[src/rtl/wb_pkg.sv]
// Shared Wishbone B3 definitions: cycle/burst type codes and the RAM slave state encoding.
// Also used by the LIMB interface for its master-side bursts.
package wb_pkg;

  localparam logic [2:0] CTI_CLASSIC = 3'b000;
  localparam logic [2:0] CTI_CONST   = 3'b001;
  localparam logic [2:0] CTI_INCR    = 3'b010;
  localparam logic [2:0] CTI_EOB     = 3'b111;

  localparam logic [1:0] BTE_LINEAR  = 2'b00;
  localparam logic [1:0] BTE_WRAP4   = 2'b01;
  localparam logic [1:0] BTE_WRAP8   = 2'b10;
  localparam logic [1:0] BTE_WRAP16  = 2'b11;

  typedef enum logic [2:0] {
    ST_IDLE,
    ST_WAIT,
    ST_ACK,
    ST_STALL,
    ST_GAP,
    ST_ERR
  } wb_state_t;

  // Cycle types this slave can serve; anything else is answered with err_o.
  function automatic logic cti_supported(input logic [2:0] cti);
    return (cti == CTI_CLASSIC) || (cti == CTI_CONST) ||
           (cti == CTI_INCR)    || (cti == CTI_EOB);
  endfunction

endpackage

[src/rtl/wb_burst_adr.sv]
// Next-beat word address for registered-feedback bursts. Purely combinational;
// the caller owns the address register. Depth is 2^WORD_AW words.
module wb_burst_adr
  import wb_pkg::*;
#(
  parameter int WORD_AW = 4
) (
  input  logic [WORD_AW-1:0] word_adr,
  input  logic [1:0]         bte,
  input  logic [2:0]         cti,
  output logic [WORD_AW-1:0] next_adr
);

  logic [WORD_AW-1:0] wrap_mask;
  logic [WORD_AW-1:0] inc_adr;

  // Only the bits under the mask advance; bits above it stay pinned to the wrap block.
  always_comb begin
    wrap_mask = '1;
    case (bte)
      BTE_LINEAR: wrap_mask = '1;
      BTE_WRAP4:  wrap_mask = WORD_AW'(3);
      BTE_WRAP8:  wrap_mask = WORD_AW'(7);
      BTE_WRAP16: wrap_mask = WORD_AW'(15);
    endcase
  end

  assign inc_adr  = word_adr + WORD_AW'(1);
  assign next_adr = (cti == CTI_INCR) ? ((word_adr & ~wrap_mask) | (inc_adr & wrap_mask))
                                      : word_adr;

endmodule

[src/rtl/wb_burst_ram.sv]
// Wishbone B3 single-port RAM slave with byte lanes, wait states and registered-feedback
// bursts. dat_o always carries the word for the beat being (or about to be) acknowledged.
module wb_burst_ram
  import wb_pkg::*;
#(
  parameter int DATA_WIDTH  = 32,
  parameter int ADDR_WIDTH  = 6,
  parameter int WAIT_STATES = 0
) (
  input  logic                    clk,
  input  logic                    reset,
  input  logic [ADDR_WIDTH-1:0]   adr_i,
  input  logic [DATA_WIDTH-1:0]   dat_i,
  output logic [DATA_WIDTH-1:0]   dat_o,
  input  logic                    we_i,
  input  logic [DATA_WIDTH/8-1:0] sel_i,
  input  logic                    stb_i,
  input  logic                    cyc_i,
  input  logic [2:0]              cti_i,
  input  logic [1:0]              bte_i,
  output logic                    ack_o,
  output logic                    err_o
);

  localparam int SEL_W   = DATA_WIDTH / 8;
  localparam int OFF_W   = $clog2(SEL_W);
  localparam int WORD_AW = ADDR_WIDTH - OFF_W;
  localparam int DEPTH   = 1 << WORD_AW;
  localparam logic [3:0] WAIT_LOAD = (WAIT_STATES > 0) ? 4'(WAIT_STATES - 1) : 4'd0;

  wb_state_t             state_q, state_d;
  logic [WORD_AW-1:0]    adr_q, adr_d, adr_next;
  logic [3:0]            wait_q, wait_d;
  logic [DATA_WIDTH-1:0] mem [DEPTH];
  logic [DATA_WIDTH-1:0] wr_data, rd_data;
  logic                  wr_en, ack_d, err_d, dat_load;

  if (OFF_W > 0) begin : g_unused_lanes
    logic unused_adr_lo;
    assign unused_adr_lo = ^adr_i[OFF_W-1:0];
  end

  wb_burst_adr #(.WORD_AW(WORD_AW)) u_adr (
    .word_adr (adr_q),
    .bte      (bte_i),
    .cti      (cti_i),
    .next_adr (adr_next)
  );

  assign wr_en = ack_o & cyc_i & stb_i & we_i;

  // Merged write word doubles as the bypass source so a read of the same word next beat sees it.
  always_comb begin
    wr_data = mem[adr_q];
    for (int b = 0; b < SEL_W; b++) begin
      if (sel_i[b]) wr_data[b*8 +: 8] = dat_i[b*8 +: 8];
    end
    rd_data = (wr_en && (adr_d == adr_q)) ? wr_data : mem[adr_d];
  end

  always_ff @(posedge clk) begin
    if (wr_en) mem[adr_q] <= wr_data;
  end

  always_ff @(posedge clk or negedge reset) begin
    if (!reset) begin
      state_q <= ST_IDLE;
      adr_q   <= '0;
      wait_q  <= '0;
      ack_o   <= 1'b0;
      err_o   <= 1'b0;
      dat_o   <= '0;
    end else begin
      state_q <= state_d;
      adr_q   <= adr_d;
      wait_q  <= wait_d;
      ack_o   <= ack_d;
      err_o   <= err_d;
      if (dat_load) dat_o <= rd_data;
    end
  end

  // Dropping cyc_i abandons whatever is in flight, from any state.
  always_comb begin
    state_d = state_q;
    adr_d   = adr_q;
    wait_d  = wait_q;
    if (!cyc_i) begin
      state_d = ST_IDLE;
    end else begin
      case (state_q)
        ST_IDLE: begin
          if (stb_i) begin
            if (cti_supported(cti_i)) begin
              adr_d = adr_i[ADDR_WIDTH-1:OFF_W];
              if (WAIT_STATES == 0) begin
                state_d = ST_ACK;
              end else begin
                state_d = ST_WAIT;
                wait_d  = WAIT_LOAD;
              end
            end else begin
              state_d = ST_ERR;
            end
          end
        end
        ST_WAIT: begin
          if (wait_q == 4'd0) state_d = ST_ACK;
          else                wait_d  = wait_q - 4'd1;
        end
        ST_ACK: begin
          if (!stb_i)                                        state_d = ST_STALL;
          else if ((cti_i == CTI_CONST) || (cti_i == CTI_INCR)) adr_d   = adr_next;
          else                                               state_d = ST_GAP;
        end
        ST_STALL: begin
          if (stb_i) state_d = ST_ACK;
        end
        ST_GAP:  state_d = ST_IDLE;
        ST_ERR:  state_d = ST_GAP;
        default: state_d = ST_IDLE;
      endcase
    end
  end

  always_comb begin
    ack_d    = (state_d == ST_ACK);
    err_d    = (state_d == ST_ERR);
    dat_load = (state_d == ST_ACK) || (state_d == ST_STALL);
  end

endmodule

[config.mk]
export PLATFORM = sky130hd
export DESIGN_NAME = wb_burst_ram
export DESIGN_NICKNAME = d
export VERILOG_FILES = /design/src/rtl/wb_pkg.sv /design/src/rtl/wb_burst_adr.sv /design/src/rtl/wb_burst_ram.sv
export SDC_FILE = /design/constraint.sdc
export NUM_CORES = 1
export LEC_CHECK = 0
export BUFFER_PORTS_ARGS = -buffer_cell sky130_fd_sc_hd__buf_4
export CAP_MARGIN = 20
export CORE_MARGIN = 1.5
export CORE_UTILIZATION = 38
export DETAILED_ROUTE_END_ITERATION = 6
export HOLD_SLACK_MARGIN = 0.1
export MAX_ROUTING_LAYER = met4
export PLACE_DENSITY = 0.61
export SETUP_SLACK_MARGIN = 0.05
export SYNTH_ARGS = -nofsm -noshare
export SYNTH_HDL_FRONTEND = slang
export SYNTH_SLANG_ARGS = --single-unit
[constraint.sdc]
create_clock -name clk -period 4.7 [get_ports clk]
set_input_delay 0.235 -clock clk [delete_from_list [all_inputs] [get_ports clk]]
set_output_delay 0.235 -clock clk [all_outputs]
set_load 0.005 [all_outputs]
==> results.json, run 1 <==
{
  "status": "finished, final reports clean",
  "yosysSeqAreaShare_pct": 62.74,
  "clkLatencyLatePin_ps": 630,
  "leakage_nw": 9.670,
  "netlist_area_sq_um": 26300,
  "fp.dieArea_sq_um": 70800,
  "ir_worst_vdd_mv": 0.4568,
  "io-pin-count": 86,
  "synthTopCellsByArea": "edfxtp_1 (58%), mux4_2 (23%), dfrtp_1 (4.3%)",
  "post_cts_buffers": 0,
  "syn_nets": 1367,
  "hold_violations": 0,
  "antenna_found_initial": 1,
  "yosys.area.top_type": "edfxtp_1",
  "slew_viol_final": 0,
  "async_flop_share_pct": 8.079,
  "rrSetupSlack_ps": 1190,
  "start_util_pct": 38.34,
  "min_period_over_period_pct": 74.77,
  "power_density_nw_per_um2": 530.6,
  "critPathRequiredTime_ps": 5170,
  "gp_congestion": 0.7747,
  "max_freq_mhz": 284.5,
  "path_max_fanout": 69,
  "drt-pass1-iter-count": 5,
  "max-cap-violations": 0,
  "fillers": 5823,
  "core-area_sq_um": 68590,
  "die_w_microns": 266.1,
  "grt_pass1_vias": 15080,
  "synth-edff-count": 512,
  "grt_overflow_total": 0,
  "num_vias": 14210,
  "synth_ff_type": "edfxtp_1",
  "final_nets": 1451,
  "viasPerCell": 5.987,
  "relSlewSlack_pct": 35.32,
  "crit_type": "flop to flop",
  "drive_gt1_share_pct": 40.04,
  "cp-start-kind": "flop",
  "finalWirelength_mm": 69.13,
  "yosysMostFrequentCell": "edfxtp_1",
  "synth_area_per_cell_sq_um": 20.09,
  "area_growth_pct": 13.94,
  "clk_path_buf_depth": 3,
  "total_power_w": 0.01590,
  "tns_ps": 0,
  "h-tree-depth": 2,
  "clockRootBuffer": "clkbuf_16",
  "hpwl_mm": 36.70,
  "fin_skew_ps": 27.70,
  "rsz0062_at_grt": "no",
  "crit_arrival_ps": 3990,
  "synth_top_area_share_pct": 58.46,
  "first_iter_violations": 1633,
  "worst_slew_pin_slew_ps": 970.3,
  "cts-buffers-inserted": 56,
  "rows": 96,
  "synthTopCellsByCount": "edfxtp_1 (512), mux4_2 (265), a22oi_1 (64)",
  "synth_cell_type_count": 64,
  "min_path_type": "input pin to flop",
  "setup_viol": 0,
  "cts_tree": "done",
  "synthCells": 1309,
  "grt_max_degree": 130,
  "wl_per_cell_microns": 29.13,
  "synth_seq_cells": 557,
  "numPortBuffers": 83,
  "clock_sinks": 557,
  "clk_pin_slew_ps": 60,
  "die_h_microns": 266.1,
  "cts-hold-fix-buffers": 3,
  "end_kind": "flop",
  "layout_min_cycle_time_ps": 3514,
  "cts_resized": 0,
  "antenna_left": 0,
  "drc": 0,
  "synth_warnings": 0,
  "grt_pass1_wl_mm": 101.2,
  "grt_use_total_pct": 20.36
}
-- worst max-delay path, stage by stage, from the launching register on --
cell,delay (ps)
dfrtp_1,590
nor3_4,330
a21oi_1,110
or3_1,380
a21oi_4,250
buf_12,450
mux4_1,650
a22oi_1,230
and3_1,200
o31ai_2,70
-- per-stage QoR --
step / hold slack (ps) / utilization [%] / setup slack [ps] / std cells / instance area (sq um)
2_1_floorplan: -60.59 / - / 957.5 / 1309 / 26300
3_3_place_gp: 446.1 / 40.86 / 1175 / 2263 / 28030
3_5_place_dp: 436.1 / 40.86 / 1205 / 2263 / 28030
4_1_cts: 135.4 / 43.69 / 1171 / 2372 / 29960
5_1_grt: 183.9 / 43.69 / 1009 / 2373 / 29970
6_report: 169.9 / 43.69 / 1186 / 2373 / 29970
-- metal layers --
| layer | share of wire [%] | track usage, % | vias up | routed length (microns) |
|---|---|---|---|---|
| met5 | 0 | - | - | 0 |
| met4 | 2.2 | 5.006 | 0 | 1551 |
| met3 | 6.8 | 3.678 | 117 | 4687 |
| met2 | 50 | 32.86 | 559 | 34220 |
| met1 | 41 | 26.90 | 7683 | 28670 |
| li1 | - | - | 5847 | - |
-- power breakdown --
part,switching [W],internal [W],leakage [nW],total (W)
Combinational,0.00265,0.00238,3.56,0.00503
Clock,0.00195,0.00269,0.940,0.00464
Sequential,0.000159,0.00607,5.17,0.00623
-- sequential cells by signal, indices dropped and copies added, names as in the netlist --
register and count:
adr_q 4, dat_o 32, state_q 3, wait_q 4, err_o 1, ack_o 1, mem 512
-- worst paths after layout --
path / to / from / cells past startpoint
setup / recovery: dat_o[24]$_DFFE_PN0P_ / state_q[1]$_DFF_PN0_ / 9
hold / removal: mem[8][17]$_DFFE_PP_ / dat_i[17] / 2
setup reg to reg: dat_o[24]$_DFFE_PN0P_ / state_q[1]$_DFF_PN0_ / 9
hold reg to reg: wait_q[3]$_DFFE_PN0P_ / wait_q[3]$_DFFE_PN0P_ / 1
max in group asynchronous: adr_q[0]$_DFF_PN0_ / reset / 2
min in group asynchronous: wait_q[0]$_DFFE_PN0P_ / reset / 2
-- cell type report --
class	instances	area (sq um)	share of cell area (%)
inverter	10	37.54	0.1253
sequential	557	16510	55.09
timing repair buffer	128	1081	3.608
antenna	1	2.502	0.008351
tap	931	1165	3.887
clock inverter	32	379.1	1.265
clock buffer	74	1529	5.102
multi-input combinational	640	9263	30.91
-- layout by cell type (no fill, tap or decap), types with 3 or more instances in the layout --
cell and n:
a211oi_1 3, a21oi_1 7, a22oi_1 64, and3_1 34, and4_1 4, buf_12 9, buf_4 116, bufinv_16 7
clkbuf_1 12, clkbuf_16 56, clkbuf_8 6, clkinv_1 4, clkinv_2 13, dfrtp_1 42, dlygate4sd3_1 3, edfxtp_1 512
ha_1 6, inv_1 8, mux2_2 32, mux4_1 23, mux4_2 265, nand2_1 46, nand3_1 3, nor2_1 37
nor2_4 13, nor2b_1 4, nor3_1 3, nor3_2 4, o211ai_1 4, o21ai_0 6, o31ai_2 32, xnor2_1 3
-- logic make-up after synthesis --
kind of cell | share of synthesized area [%]
DFF | 62.74
muxes | 26.40
and+or+nand+nor | 3.430
AOI/OAI and AO/OA | 4.410
buffers and inverters | 2.598
adders and majority gates | 0.2854
xor gates and xnor gates | 0.1332
Note: power is estimated with default switching activity, not from simulation.
==> run 2: changes to the inputs <==
--- a/config.mk
+++ b/config.mk
@@ -5,6 +5,7 @@
 export SDC_FILE = /design/constraint.sdc
 export NUM_CORES = 1
 export LEC_CHECK = 0
+export ABC_AREA = 1
 export BUFFER_PORTS_ARGS = -buffer_cell sky130_fd_sc_hd__buf_4
 export CAP_MARGIN = 20
 export CORE_MARGIN = 1.5
==> constraint.sdc (replaced) <==
create_clock -name clk -period 3.64 [get_ports clk]
set_input_delay 0.182 -clock clk [delete_from_list [all_inputs] [get_ports clk]]
set_output_delay 0.182 -clock clk [all_outputs]
set_load 0.005 [all_outputs]
==> results.json, run 2 <==
{
  "status": "finished, final reports clean",
  "wl_per_cell_microns": 21.76,
  "finish.utilization_pct": 43.67,
  "clk_pin_slew_ps": 60,
  "crit_type": "flop to flop",
  "drt-pass1-iter-count": 6,
  "leakage_nw": 14.07,
  "fin_cells": 4510,
  "clk_path_buf_depth": 3,
  "netlist_area_sq_um": 29750,
  "cp_slowest_cell": "buf_4",
  "met2_usage_pct": 39.67,
  "clock_sinks": 557,
  "ir_worst_vdd_mv": 0.9533,
  "placed_area_sq_um": 31560,
  "top_register": "mem",
  "met3_usage_pct": 3.557,
  "path_max_fanout": 56,
  "syn_nets": 3481,
  "busiest_layer": "met2",
  "synthTopCellsByArea": "edfxtp_1 (52%), nand3_1 (12%), nand2_1 (7.8%)",
  "max-cap-violations": 0,
  "first_iter_violations": 2681,
  "synth_area_per_cell_sq_um": 8.692,
  "async_flop_share_pct": 8.079,
  "synthTopCellsByCount": "nand3_1 (717), nand2_1 (617), edfxtp_1 (512)",
  "area_growth_pct": 13.70,
  "drc": 0,
  "grt_max_degree": 209,
  "max_freq_mhz": 313.5,
  "rsz0062_at_grt": "no",
  "synth_warnings": 0,
  "clkLatencyLatePin_ps": 640,
  "synth_ff_type": "edfxtp_1",
  "die_w_microns": 282.8,
  "critPathRequiredTime_ps": 4150,
  "relSlewSlack_pct": 27.69,
  "worst_slew_pin_slew_ps": 1085,
  "yosys.area.top_type": "edfxtp_1",
  "largest_reg_flops": 512,
  "cts_resized": 0,
  "min_path_type": "input pin to flop",
  "numPortBuffers": 83,
  "cp_cell_sequence": "inv_2 > nand2_1 > nor2_1 > nand3_1 > nand2_1 > inv_2 > nand2_8 > nand2_8 > inv_2 > nand2_1 > nand3_1 > nor2_4 > nand2_2 > buf_4 > nand3_1 > nand2_1 > nand2_1",
  "yosysMostFrequentCell": "nand3_1",
  "crit_arrival_ps": 3700,
  "n_antenna_cell": 0,
  "start_util_pct": 38.41,
  "final_nets": 3479,
  "synth_top_area_share_pct": 51.67,
  "synth-edff-count": 512,
  "finalWirelength_mm": 98.12,
  "use_met1_pct": 32.71,
  "drive_gt1_share_pct": 8.473,
  "rows": 102,
  "min_period_over_period_pct": 87.64,
  "antenna_found_initial": 0,
  "layout_min_cycle_time_ps": 3190,
  "setup_viol": 0,
  "hold_violations": 0,
  "fin_skew_ps": 19.28,
  "io-pin-count": 86,
  "cp-start-kind": "flop",
  "stdcell_area_sq_um": 33830,
  "tns_ps": 0,
  "viasPerCell": 5.498,
  "whs_ps": 124.7,
  "cts-buffers-inserted": 58,
  "core-area_sq_um": 77470,
  "grt_pass1_wl_mm": 144.9,
  "antenna_left": 0,
  "gp_congestion": 0.8464,
  "top_regs": "mem (512), dat_o (32)",
  "grt_overflow_total": 0,
  "fp.dieArea_sq_um": 79990,
  "die_h_microns": 282.8,
  "place_inst": 4368,
  "synth_cell_type_count": 34,
  "clockRootBuffer": "clkbuf_16",
  "grt_use_total_pct": 25.05,
  "post_cts_buffers": 0,
  "timing.critical_path.slowest_cell_delay_ps": 430,
  "cpMostUsedCell": "nand2_1",
  "h-tree-depth": 2,
  "grt_pass1_vias": 23240,
  "final_common_cell": "nand3_1",
  "mostFrequentLayoutCells": "nand3_1 (717), nand2_1 (616), edfxtp_1 (512)",
  "synthCells": 3423,
  "synth_seq_cells": 557,
  "end_kind": "flop",
  "num_vias": 24800,
  "hpwl_mm": 49.70,
  "cts_tree": "done",
  "power_density_nw_per_um2": 804.1,
  "slew_viol_final": 0,
  "yosysSeqAreaShare_pct": 55.46
}
## run 2: changes by cell type after synthesis, moves of 256 or more
| cell | delta |
|---|---|
| nand3_1 | +714 |
| inv_1 | +497 |
| o21ai_0 | +257 |
| nand2_1 | +570 |
| mux4_2 | -265 |
| a21oi_1 | +256 |
## run 2: cell type report
type / count / area, sq um
clock inverter: 45 / 449.2
clock buffer: 64 / 1484
sequential: 557 / 16510
fill: 7470 / 43640
inverter: 515 / 1942
timing repair buffer: 188 / 1767
tap: 1040 / 1301
multi-input combinational: 2101 / 10380
## run 2: per-layer routing
layer | routed length, microns | up-vias
met5 | 0 | -
met4 | 3472 | 0
met3 | 8609 | 237
met2 | 45340 | 1167
met1 | 40700 | 11790
li1 | - | 11600
## run 2: final timing paths
check                           slack [ps]  cells past startpoint                     to                   from
worst max-delay path                   450                     17  dat_o[22]$_DFFE_PN0P_   state_q[2]$_DFF_PN0_
worst min-delay path                   120                      7  dat_o[20]$_DFFE_PN0P_              dat_i[20]
worst max register to register         450                     17  dat_o[22]$_DFFE_PN0P_   state_q[2]$_DFF_PN0_
worst min register to register         470                      2  wait_q[0]$_DFFE_PN0P_  wait_q[0]$_DFFE_PN0P_
max in group asynchronous             2770                      2     adr_q[1]$_DFF_PN0_                  reset
min in group asynchronous              190                      2  dat_o[14]$_DFFE_PN0P_                  reset
## run 2: power by group
part	leakage (nW)	internal [W]	switching (W)
clock	0.952	0.00350	0.00258
combinational	7.96	0.00365	0.00918
sequential	5.15	0.00807	0.000217
## run 2: metrics by stage
stage | setup slack [ps] | total power (W)
after floorplan | 361.5 | 0.01673
after global placement | 532.3 | 0.02079
after detailed placement | 559.8 | 0.02094
after CTS | 550.7 | 0.02703
after global routing | 293.9 | 0.02868
final | 449.8 | 0.02720
## run 2: kinds of logic after synthesis
family                   synth area share, %
XOR/XNOR                             0.05888
buffers and inverters                  10.36
adder cells (fa/ha/maj)               0.2523
flip-flops                             55.46
AO/OA/AOI/OAI                          9.971
AND/OR/NAND/NOR                        23.90
## run 2: worst max-delay path, delay by kind of cell (launching register included)
family	cells	cell delay, ps
and+or+nand+nor	13	1950
DFF	1	420
buffers and inverters	4	680
## run 2: repair_timing
action                     CTS  global route
setup endpoints to repair    0             0
hold endpoints to repair    79             0
hold buffers                32             0
